===== config.mk =====
export PLATFORM = sky130hd
export DESIGN_NAME = mem_refill_ctrl
export DESIGN_NICKNAME = d
export VERILOG_FILES = /design/src/rtl/mem_refill_ctrl_pkg.sv /design/src/rtl/mem_refill_ctrl_edge_detector.sv /design/src/rtl/mem_refill_ctrl.sv
export SDC_FILE = /design/constraint.sdc
export NUM_CORES = 1
export LEC_CHECK = 0
export CAP_MARGIN = 20
export CORE_ASPECT_RATIO = 2
export CORE_MARGIN = 4
export CORE_UTILIZATION = 48
export DETAILED_ROUTE_END_ITERATION = 10
export PLACE_DENSITY = 0.77
export SLEW_MARGIN = 25
export SYNTH_ARGS = -nofsm -noshare
export SYNTH_HDL_FRONTEND = slang
export SYNTH_SLANG_ARGS = --single-unit

===== constraint.sdc =====
create_clock -name clk_i -period 2.1 [get_ports clk_i]
set_input_delay 0.63 -clock clk_i [delete_from_list [all_inputs] [get_ports clk_i]]
set_output_delay 0.63 -clock clk_i [all_outputs]
set_load 0.1 [all_outputs]

===== src/rtl/mem_refill_ctrl_pkg.sv =====
// Shared timing-core definitions for the memory refill controller:
// state encoding, datapath widths and the memory-count helper.
package mem_refill_ctrl_pkg;

   localparam int ADDR_W = 11;
   localparam int DATA_W = 17;
   localparam int SEL_W  = 3;
   localparam int PPL_W  = 10;

   typedef enum logic [1:0] {
      ST_IDLE = 2'b00,
      ST_FILL = 2'b01,
      ST_DONE = 2'b10
   } state_t;

   // A memory count of zero still means one memory gets filled.
   function automatic logic [SEL_W-1:0] last_sel_f(input logic [SEL_W-1:0] num_mems);
      last_sel_f = (num_mems == 3'd0) ? 3'd0 : num_mems - 3'd1;
   endfunction

endpackage


===== src/rtl/mem_refill_ctrl_edge_detector.sv =====
// Rising-edge detector for a level request. The first sampled level after
// reset only arms the detector, so a level already high at release is ignored.
module edgeDetector (
   input  logic clk_i,
   input  logic rst_i,
   input  logic level_i,
   output logic rise_o
);

   logic prev;
   logic armed;

   // Previous-level and arm registers.
   always_ff @(posedge clk_i) begin
      if (rst_i) begin
         prev  <= 1'b0;
         armed <= 1'b0;
      end else begin
         prev  <= level_i;
         armed <= 1'b1;
      end
   end

   assign rise_o = armed & level_i & ~prev;

endmodule


===== src/rtl/mem_refill_ctrl.sv =====
// Refill controller: streams words into a bank of memories, one line per
// memory, on a start pulse or a rising refill request from the timing core.
module mem_refill_ctrl
   import mem_refill_ctrl_pkg::*;
(
   input  logic              clk_i,
   input  logic              rst_i,
   input  logic              start_i,
   input  logic              update_mem_i,
   input  logic [PPL_W-1:0]  points_per_line_i,
   input  logic [SEL_W-1:0]  num_mems_i,
   input  logic [DATA_W-1:0] s_data_i,
   input  logic              s_valid_i,
   output logic              s_ready_o,
   output logic [ADDR_W-1:0] waddr_o,
   output logic [DATA_W-1:0] wdata_o,
   output logic              we_o,
   output logic [SEL_W-1:0]  memory_selector_o,
   output logic              mem_updated_o,
   output logic              busy_o,
   output logic              overrun_o,
   input  logic              clr_overrun_i
);

   state_t            state, state_nxt;
   logic [ADDR_W-1:0] addr, addr_nxt;
   logic [SEL_W-1:0]  sel, sel_nxt;
   logic [PPL_W-1:0]  ppl, ppl_nxt;
   logic [SEL_W-1:0]  last_sel, last_sel_nxt;
   logic              pending, pending_nxt;
   logic              overrun, overrun_nxt;
   logic              upd_rise;
   logic              new_req;
   logic              handshake;
   logic              line_end;
   logic              last_word;
   logic              overrun_set;

   edgeDetector u_upd_edge (
      .clk_i   (clk_i),
      .rst_i   (rst_i),
      .level_i (update_mem_i),
      .rise_o  (upd_rise)
   );

   // Next-state, counter, pending and overrun logic.
   always_comb begin
      state_nxt    = state;
      addr_nxt     = addr;
      sel_nxt      = sel;
      ppl_nxt      = ppl;
      last_sel_nxt = last_sel;
      pending_nxt  = pending;
      overrun_set  = 1'b0;

      new_req   = start_i | upd_rise;
      handshake = (state == ST_FILL) & s_valid_i;
      line_end  = (addr == {1'b0, ppl});
      last_word = handshake & line_end & (sel == last_sel);

      case (state)
         ST_IDLE: begin
            if (new_req | pending) begin
               state_nxt    = ST_FILL;
               ppl_nxt      = points_per_line_i;
               last_sel_nxt = last_sel_f(num_mems_i);
               addr_nxt     = 11'd0;
               sel_nxt      = 3'd0;
               pending_nxt  = 1'b0;
            end else begin
               state_nxt = ST_IDLE;
            end
         end
         ST_FILL: begin
            if (handshake) begin
               if (line_end) begin
                  addr_nxt = 11'd0;
                  sel_nxt  = sel + 3'd1;
               end else begin
                  addr_nxt = addr + 11'd1;
               end
               if (last_word) begin
                  state_nxt = ST_DONE;
               end else begin
                  state_nxt = ST_FILL;
               end
            end else begin
               state_nxt = ST_FILL;
            end
         end
         ST_DONE: begin
            state_nxt = ST_IDLE;
         end
         default: begin
            state_nxt = ST_IDLE;
         end
      endcase

      // Requests while busy queue one refill; anything beyond that is lost.
      if ((state != ST_IDLE) && new_req) begin
         if (pending) begin
            overrun_set = 1'b1;
         end else begin
            pending_nxt = 1'b1;
         end
      end else begin
         overrun_set = 1'b0;
      end

      overrun_nxt = (overrun & ~clr_overrun_i) | overrun_set;
   end

   // Control state registers.
   always_ff @(posedge clk_i) begin
      if (rst_i) begin
         state    <= ST_IDLE;
         addr     <= 11'd0;
         sel      <= 3'd0;
         ppl      <= 10'd0;
         last_sel <= 3'd0;
         pending  <= 1'b0;
         overrun  <= 1'b0;
      end else begin
         state    <= state_nxt;
         addr     <= addr_nxt;
         sel      <= sel_nxt;
         ppl      <= ppl_nxt;
         last_sel <= last_sel_nxt;
         pending  <= pending_nxt;
         overrun  <= overrun_nxt;
      end
   end

   // Memory write port, one cycle behind the accepted stream word.
   always_ff @(posedge clk_i) begin
      if (rst_i) begin
         we_o              <= 1'b0;
         waddr_o           <= 11'd0;
         wdata_o           <= 17'd0;
         memory_selector_o <= 3'd0;
      end else begin
         we_o <= handshake;
         if (handshake) begin
            waddr_o           <= addr;
            wdata_o           <= s_data_i;
            memory_selector_o <= sel;
         end else begin
            waddr_o           <= waddr_o;
            wdata_o           <= wdata_o;
            memory_selector_o <= memory_selector_o;
         end
      end
   end

   assign s_ready_o     = (state == ST_FILL);
   assign busy_o        = (state == ST_FILL) | (state == ST_DONE);
   assign mem_updated_o = (state == ST_DONE);
   assign overrun_o     = overrun;

endmodule


# [After elaboration in Yosys (flattened, before gate mapping)]
# Cells that the tools add are included.
[word_totals] register_bits=65 output_inout_bits=36
[classes] n_bitwise=12 reduce_logical=8 n_eq_ne=7 n_addsub=3 mux=20
[op_table] operator="$mux W11" n=3
[op_table] operator="$pmux W11 S2" n=1
[op_table] operator="$mux W3" n=4
[op_table] operator="$add A11 B1 Y11 const B" n=1
[op_table] operator="$eq A11 B10 Y1" n=1
[op_table] operator="$mux W1" n=8
[op_table] operator="$and A1 B1 Y1" n=6
[op_table] operator="$pmux W3 S2" n=1
[op_table] operator="$mux W2" n=2
[op_table] operator="$ne A2 B1 Y1 const B" n=2
[op_table] operator="$or A1 B1 Y1" n=4
[op_table] operator="$pmux W2 S2" n=1
[op_table] operator="$reduce_and A4 Y1" n=1
[op_table] operator="$reduce_bool A2 Y1" n=2
[op_table] operator="$add A3 B1 Y3 const B" n=1
[op_table] operator="$eq A3 B3 Y1" n=1
[op_table] operator="$logic_not A3 Y1" n=1
[op_table] operator="$reduce_and A3 Y1" n=1
[op_table] operator="$sub A3 B1 Y3 const B" n=1
[op_table] operator="$eq A2 B1 Y1 const B" n=1
[op_table] operator="$eq A2 B2 Y1 const B" n=1
[op_table] operator="$logic_not A2 Y1" n=1
[op_table] operator="$ne A2 B2 Y1 const B" n=1
[op_table] operator="$not A1 Y1" n=2
[op_table] operator="other kinds (2)" n=2

# [Depth between registers and ports, before layout]
# Gate-level depths: netlist (run 1).
[logic_depth] ltp_word=8 depth_mapped=10

# [Modules after synthesis]
# A second synthesis (run 1) with hierarchy kept.
[unflattened] hier_cells=327 hier_area_um2=2670.1
[modules_own_cells] mod="mem_refill_ctrl" area_each_um2=2611.3 instances=1 cells_per_inst=322 seq_area_each_um2=1261.2
[modules_own_cells] mod="edgeDetector" area_each_um2=58.8 instances=1 cells_per_inst=5 seq_area_each_um2=40.0

# [Worst setup path after synthesis (run 1)]
# OpenSTA, ideal clock, no wires.
[synth_timing] path_type="register to register" start="register state[1]" end="register addr[5]" synth_period_minus_slack_ns=2.389 arrival_time_ns=2.319 path_slack_ns=-0.289 stages_incl_launch_ff=10 cell_sequence="dfxtp_1 -> inv_1 -> ha_1 -> and2_1 -> buf_4 -> o22ai_4 -> buf_6 -> nor4b_1 -> o21ai_1 -> a21oi_1"
[synth_via] elab_chain_cells=4 elab_cells_between_ends=8
[synth_lines] item="start: declaration" line_no="mem_refill_ctrl.sv:25" source="state_t state, state_nxt;"
[synth_lines] item="start signal: assignment" line_no="mem_refill_ctrl.sv:124" source="state <= state_nxt;"
[synth_lines] item="$eq A2 B1 Y1 (*)"
[synth_lines] item="via s_ready_o" line_no="mem_refill_ctrl.sv:14" source="output logic s_ready_o,"
[synth_lines] item="$and A1 B1 Y1" line_no="mem_refill_ctrl.sv:57" source="handshake = (state == ST_FILL) & s_valid_i;"
[synth_lines] item="$ne A2 B1 Y1 (no line)"
[synth_lines] item="$reduce_and A3 Y1 (no line)"
[synth_lines] item="end signal: assignment" line_no="mem_refill_ctrl.sv:125" source="addr <= addr_nxt;"
[synth_lines] item="end: declaration" line_no="mem_refill_ctrl.sv:26" source="logic [ADDR_W-1:0] addr, addr_nxt;"
# Mark *: on every way through the listed nets, which the timed path passes. The rest lies on a longest branch.
# A chain may end at the register's enable or synchronous reset.

# [Worst setup path after layout (run 1)]
[layout_timing] start="input update_mem_i" end="register addr[9]"
[layout_via] elab_chain_cells=6
[layout_lines] item="start: declaration" line_no="mem_refill_ctrl.sv:9" source="input logic update_mem_i,"
[layout_lines] item="$and A1 B1 Y1 (2 in a row)" line_no="mem_refill_ctrl_edge_detector.sv:24" source="assign rise_o = armed & level_i & ~prev;"
[layout_lines] item="$or A1 B1 Y1" line_no="mem_refill_ctrl.sv:56" source="new_req = start_i | upd_rise;"
[layout_lines] item="$or A1 B1 Y1" line_no="mem_refill_ctrl.sv:63" source="if (new_req | pending) begin"
[layout_lines] item="$ne A2 B2 Y1 (no line)"
[layout_lines] item="$reduce_and A3 Y1 (no line)"
# Every way passes these cells.

==> reports/results.ini, run 1 <==
[run_status]
status=finished clean

[yosys]
syn-num-nets=385
synth_flop_cell=dfxtp_1
synthArstFlopShare_pct=0
synthCells=342
syn_area_per_cell_um2=8.07
synth_area_leaders=dfxtp_1, nand2_1, a21oi_1
ys_ff_latch=65
synth.top_cell.area_share_pct=47.1
yosysUniqueCellTypes=36
synth_area_leader_cell=dfxtp_1
ys_warn_count=0
syn_area_um2=2760
yosys-top-cells-count=nand2_1, dfxtp_1, a21oi_1, nor3_1
ys_seq_area_share_pct=47.1
synth_most_common_cell=nand2_1
synth_edf_count=0

[setup_path]
worstPathArrival_ns=2.21
path_class=in -> reg
worst_setup_path_end_kind=register
reg2reg_slack_ns=0.17
startpoint_type=input port
r2r_start=state[0]
worst-path-max-fanout=16
required_ns=2.32
r2r-end=addr[9]
r2r_cells=8

[clocking]
cts_repair_resize_count=0
cts_tree=done
cts.clk_slew.worst_paths_ns=0.06
hold_buffers=0
numClockSinks=65
cts_max_path_buffers=2
h-tree-depth=3
cts-root-buf=clkbuf_8
numCtsBuffers=9
clk_latency_ns=0.34
cts_setup_buffers=0

[routing]
via_count=2554
wl_um=6660
via_per_inst=5.31
drcViolationCount=0
dr.pass1.iters=4
drtIter0Drc=104
drtAntennaViolNets=0
wl_per_cell_um=13.8

[finish]
syn_to_final_growth_pct=49.2
fin_nets=460
layout-drive-gt1-share_pct=17.3
antennaDiodeCount=0

[sta]
period_share_pct=94.8
finalMaxSlewViolations=0
worst_slew_pin_slew_ns=0.566
finalSetupViolations=0
hold_viol=0
min_period_ns=1.99
fmax_mhz=503
whs_ns=0.473
maxSlewHeadroom_pct=62.1
grt_setup_unrepaired=no
fin_skew_ns=0.00637
finalSetupTns_ns=0

[worst_hold_path]
hold_end=ppl[1]
min_from=ppl[1]
hold_depth=2
hold_class=reg -> reg

[global_route]
groute.usage.overall_pct=20.3
grt_max_degree=33
overflow=0
grt_pass1_wl_um=10800
antenna_found_initial=0
first_global_vias=2530

[flow_run]
drv_cap=0

[power_and_ir_drop]
total_power_mw=3.01
vdd_ir_drop_max_uv=601
cellLeakagePower_nw=1.60
power_density_nw_per_um2=730

[floorplan]
dieArea_um2=7100
die_x_um=61.6
num_io_pins=72
die_h_um=115
core_um2=5520
start_util_pct=50.0
placementRows=38

[place]
gp_congestion=0.851
io_buffers=71
place_hpwl_um=5090

[cells in the final DEF, fill, tap and decap left out, drive strengths merged, types with 2 or more instances in the layout]
cell / synthesis / routed
a21oi: 52 / 52
a31oi: 4 / 4
and2: 2 / 2
and3: 2 / 2
buf: 9 / 52
clkbuf: 13 / 12
clkdlybuf4s50: 0 / 34
clkinv: 0 / 2
dfxtp: 65 / 65
ha: 7 / 7
inv: 7 / 7
nand2: 103 / 103
nand3: 6 / 6
nand4: 3 / 3
nor2: 6 / 6
nor2b: 6 / 6
nor3: 14 / 14
nor3b: 2 / 2
nor4: 5 / 5
o21ai: 7 / 7
or2: 2 / 2
xnor2: 4 / 4
xor2: 13 / 13
[worst max-delay path, stage by stage]
cell             delay [ns]
clkdlybuf4s50_1        0.49
and3b_1                0.23
o22ai_4                0.10
buf_12                 0.16
nor4_1                 0.34
xnor2_1                0.18
nor3_1                 0.07
[how the worst max path moves through the flow]
stage | start | to | depth (start not counted)
final | update_mem_i | addr[9] | 7
after global routing | update_mem_i | addr[9] | 7
after detailed placement | update_mem_i | addr[9] | 7
after global placement | start_i | addr[0] | 8
after CTS | update_mem_i | addr[9] | 7
after floorplan | state[1] | addr[5] | 9
[through the flow]
step                area (um2)  utilization (%)  setup WS [ns]  instances
finish                    4120             74.7          0.110        481
global route              4120             74.7         0.0222        481
floorplan                 2760                -         0.0631        342
CTS                       4120             74.7          0.123        481
global placement          3920             71.1         -0.174        466
detailed placement        3920             71.1         -0.244        466
[power breakdown]
group / switching, mW / internal, mW
Combinational: 0.375 / 0.260
Clock: 0.446 / 0.603
Sequential: 0.0418 / 1.28
[layer usage]
metal	share of wire [%]	track usage [%]	vias to the layer above
met5	0	0	-
met4	4.2	12.7	0
met3	5.7	5.62	21
met2	57	35.9	73
met1	33	19.3	1173
li1	-	-	1287
[state kept, by name (all words and copies together), names as in the netlist]
signal / count
u_upd_edge.prev: 1
last_sel: 3
ppl: 10
we_o: 1
pending: 1
addr: 11
sel: 3
waddr_o: 11
state: 2
overrun_o: 1
u_upd_edge.armed: 1
wdata_o: 17
memory_selector_o: 3
[cell type report]
type	instances	area, um2
Fill cell	404	1400
Multi-Input combinational cell	248	1320
Sequential cell	65	1300
Timing Repair Buffer	86	1200
Clock buffer	12	155
Tap cell	60	75.1
Clock inverter	3	40.0
Inverter	7	26.3
[kinds of logic (layout without fill, tap and decap cells)]
family,Yosys count,after routing,synth area share [%]
fa+ha+maj,7,7,3.17
xor+xnor,17,17,5.39
flops,65,65,47.1
buf+inv,29,108,5.21
simple gates,155,155,25.1
compound gates,69,69,14.0
No activity file was read; power rests on OpenSTA's default activity.
==> run 2: changes to the inputs <==
- CTS_CLUSTER_SIZE: not set -> 30
==> results of run 2 <==
Final layout, timing and power as in run 1 (identical DEF).
==> run 3: changes to the inputs <==
- CAP_MARGIN: 20 -> 15
- CELL_PAD_IN_SITES_DETAIL_PLACEMENT: not set -> 2
- CELL_PAD_IN_SITES_GLOBAL_PLACEMENT: not set -> 2
- CORE_UTILIZATION: 48 -> 27
- PLACE_DENSITY: 0.77 -> 0.76
==> reports/results.ini, run 3 (synthesis results as in run 1) <==
[routing]
wl_um=8980  ; +35%
wl_met3_um=307  ; -19%
wl_met1_um=3090  ; +39%
routed-wl-met2_um=5350  ; +42%
via_count=2672  ; +4.6%
highest_layer=met4
drtIter0Drc=62  ; -40%
dr.pass1.iters=4  ; unchanged
drcViolationCount=0  ; unchanged
drtAntennaViolNets=0  ; unchanged
via_per_inst=4.76  ; -10%
wl_per_cell_um=16.0  ; +16%

[finish]
stdcell_area_um2=4400  ; +6.9%
regMostFlops=wdata_o
utilization_pct=43.7  ; -31 points
largest_register_ffs=17  ; unchanged
layout-drive-gt1-share_pct=19.5  ; +2.1 points
layout_commonest_cell=nand2_1
antennaDiodeCount=0  ; unchanged
largest_registers=wdata_o (17), addr (11), waddr_o (11)
fill_cells=1073  ; +170%
mostFrequentLayoutCells=nand2_1, dfxtp_1, a21oi_1
fin_nets=465  ; +1.1%
syn_to_final_growth_pct=59.5
stdcell_count=561  ; +17%

[floorplan]
start_util_pct=27.4  ; -23 points
die_x_um=79.5  ; +29%
placementRows=52  ; +37%
core_um2=10100  ; +83%
dieArea_um2=12000  ; +69%
num_io_pins=72  ; unchanged
die_h_um=151  ; +31%

[setup_path]
r2r-end=addr[9]
worstPathArrival_ns=2.25  ; +0.04 ns
path_class=in -> reg
required_ns=2.35  ; +0.03 ns
r2r_start=state[0]
startpoint_type=input port
worst-path-max-fanout=15  ; -1
worst_setup_path_end_kind=register
reg2reg_slack_ns=0.12  ; -0.05 ns
cp-startpoint=update_mem_i
critPathCapture=addr[9]
r2r_cells=8  ; unchanged

[power_and_ir_drop]
vdd_ir_drop_max_uv=376  ; -38%
cellLeakagePower_nw=1.69  ; +5.5%
total_power_mw=3.57  ; +19%
power_density_nw_per_um2=810  ; +11%

[sta]
fmax_mhz=498  ; -0.86%
period_share_pct=95.6  ; +0.82 points
finalSetupTns_ns=0  ; unchanged
finalMaxSlewViolations=0  ; unchanged
grt_setup_unrepaired=no
setup_slack_ns=0.0928  ; -0.0172 ns
finalSetupViolations=0  ; unchanged
worst_slew_pin_slew_ns=0.601  ; +0.0351 ns
hold_viol=0  ; unchanged
fin_skew_ns=0.00738  ; +0.00100 ns
maxSlewHeadroom_pct=59.8  ; -2.3 points
whs_ns=0.467  ; -0.00614 ns
min_period_ns=2.01  ; +0.0172 ns

[run_status]
status=finished clean

[place]
io_buffers=71  ; unchanged
dp_cells=546  ; +17%
dpl-instance-area_um2=4070  ; +3.7%
post-place-ws_ns=-0.383  ; -0.139 ns
place_hpwl_um=6910  ; +36%
gp_congestion=0.826  ; -3.0%

[global_route]
grt_pass1_wl_um=14900  ; +38%
groute.usage.overall_pct=16.1  ; -4.2 points
first_global_vias=2998  ; +18%
overflow=0  ; unchanged
grt_max_degree=33  ; unchanged
antenna_found_initial=0  ; unchanged

[clocking]
h-tree-depth=3  ; unchanged
numCtsBuffers=9  ; unchanged
cts_tree=done
cts-root-buf=clkbuf_16
numClockSinks=65  ; unchanged
clk_latency_ns=0.33  ; about the same
cts_max_path_buffers=2  ; unchanged
cts.clk_slew.worst_paths_ns=0.05  ; about the same
cts_setup_buffers=0  ; unchanged

[flow_run]
drv_cap=0  ; unchanged

[worst_hold_path]
hold_class=reg -> reg

## run 3: cell count changes in the layout (fill, tap and decap cells not counted), sizes merged
cell	before	now
clkbuf	12	13
clkinv	2	1
buf	52	57
## run 3: final cells by class
cell class                      instances  area [um2]  share of cell area (%)
Clock buffer                           13         280                    6.37
Inverter                                7        26.3                   0.597
Tap cell                              135         169                    3.84
Clock inverter                          2        35.0                   0.796
Multi-Input combinational cell        248        1340                    30.4
Timing Repair Buffer                   91        1250                    28.5
Sequential cell                        65        1300                    29.6
## run 3: worst min-delay path by stage
stage / from / to / slack [ns] / cells after the start
2_1_floorplan: last_sel[2] / last_sel[2] / 0.45 / 2
3_3_place_gp: ppl[7] / ppl[7] / 0.46 / 2
3_5_place_dp: ppl[4] / ppl[4] / 0.46 / 2
4_1_cts: ppl[4] / ppl[4] / 0.47 / 2
5_1_grt: ppl[7] / ppl[7] / 0.51 / 2
6_report: ppl[4] / ppl[4] / 0.47 / 2
## run 3: power by group
part	total (mW)	switching, mW	internal (mW)
sequential	1.32	0.0411	1.28
clock	1.56	0.521	1.04
combinational	0.685	0.405	0.280
## run 3: timing repair
item                                    in CTS  in global routing
resized for setup                            1                  3
endpoints found under the setup margin       1                  3
pin swaps                                    0                  0
hold buffers                                 0                  0
cloned                                       0                  0
## run 3: routing by layer
layer  vias up  track usage (%)
li1       1289                -
met4         0             8.00
met2        57             32.3
met5         -                0
met3        17             2.62
met1      1309             14.9
## run 3: critical path, stage by stage
cell and delay [ns]:
clkdlybuf4s50_1 0.48, and3b_1 0.26, o22ai_4 0.11, buf_12 0.16, nor4_2 0.33, xnor2_1 0.12
nor3_1 0.16
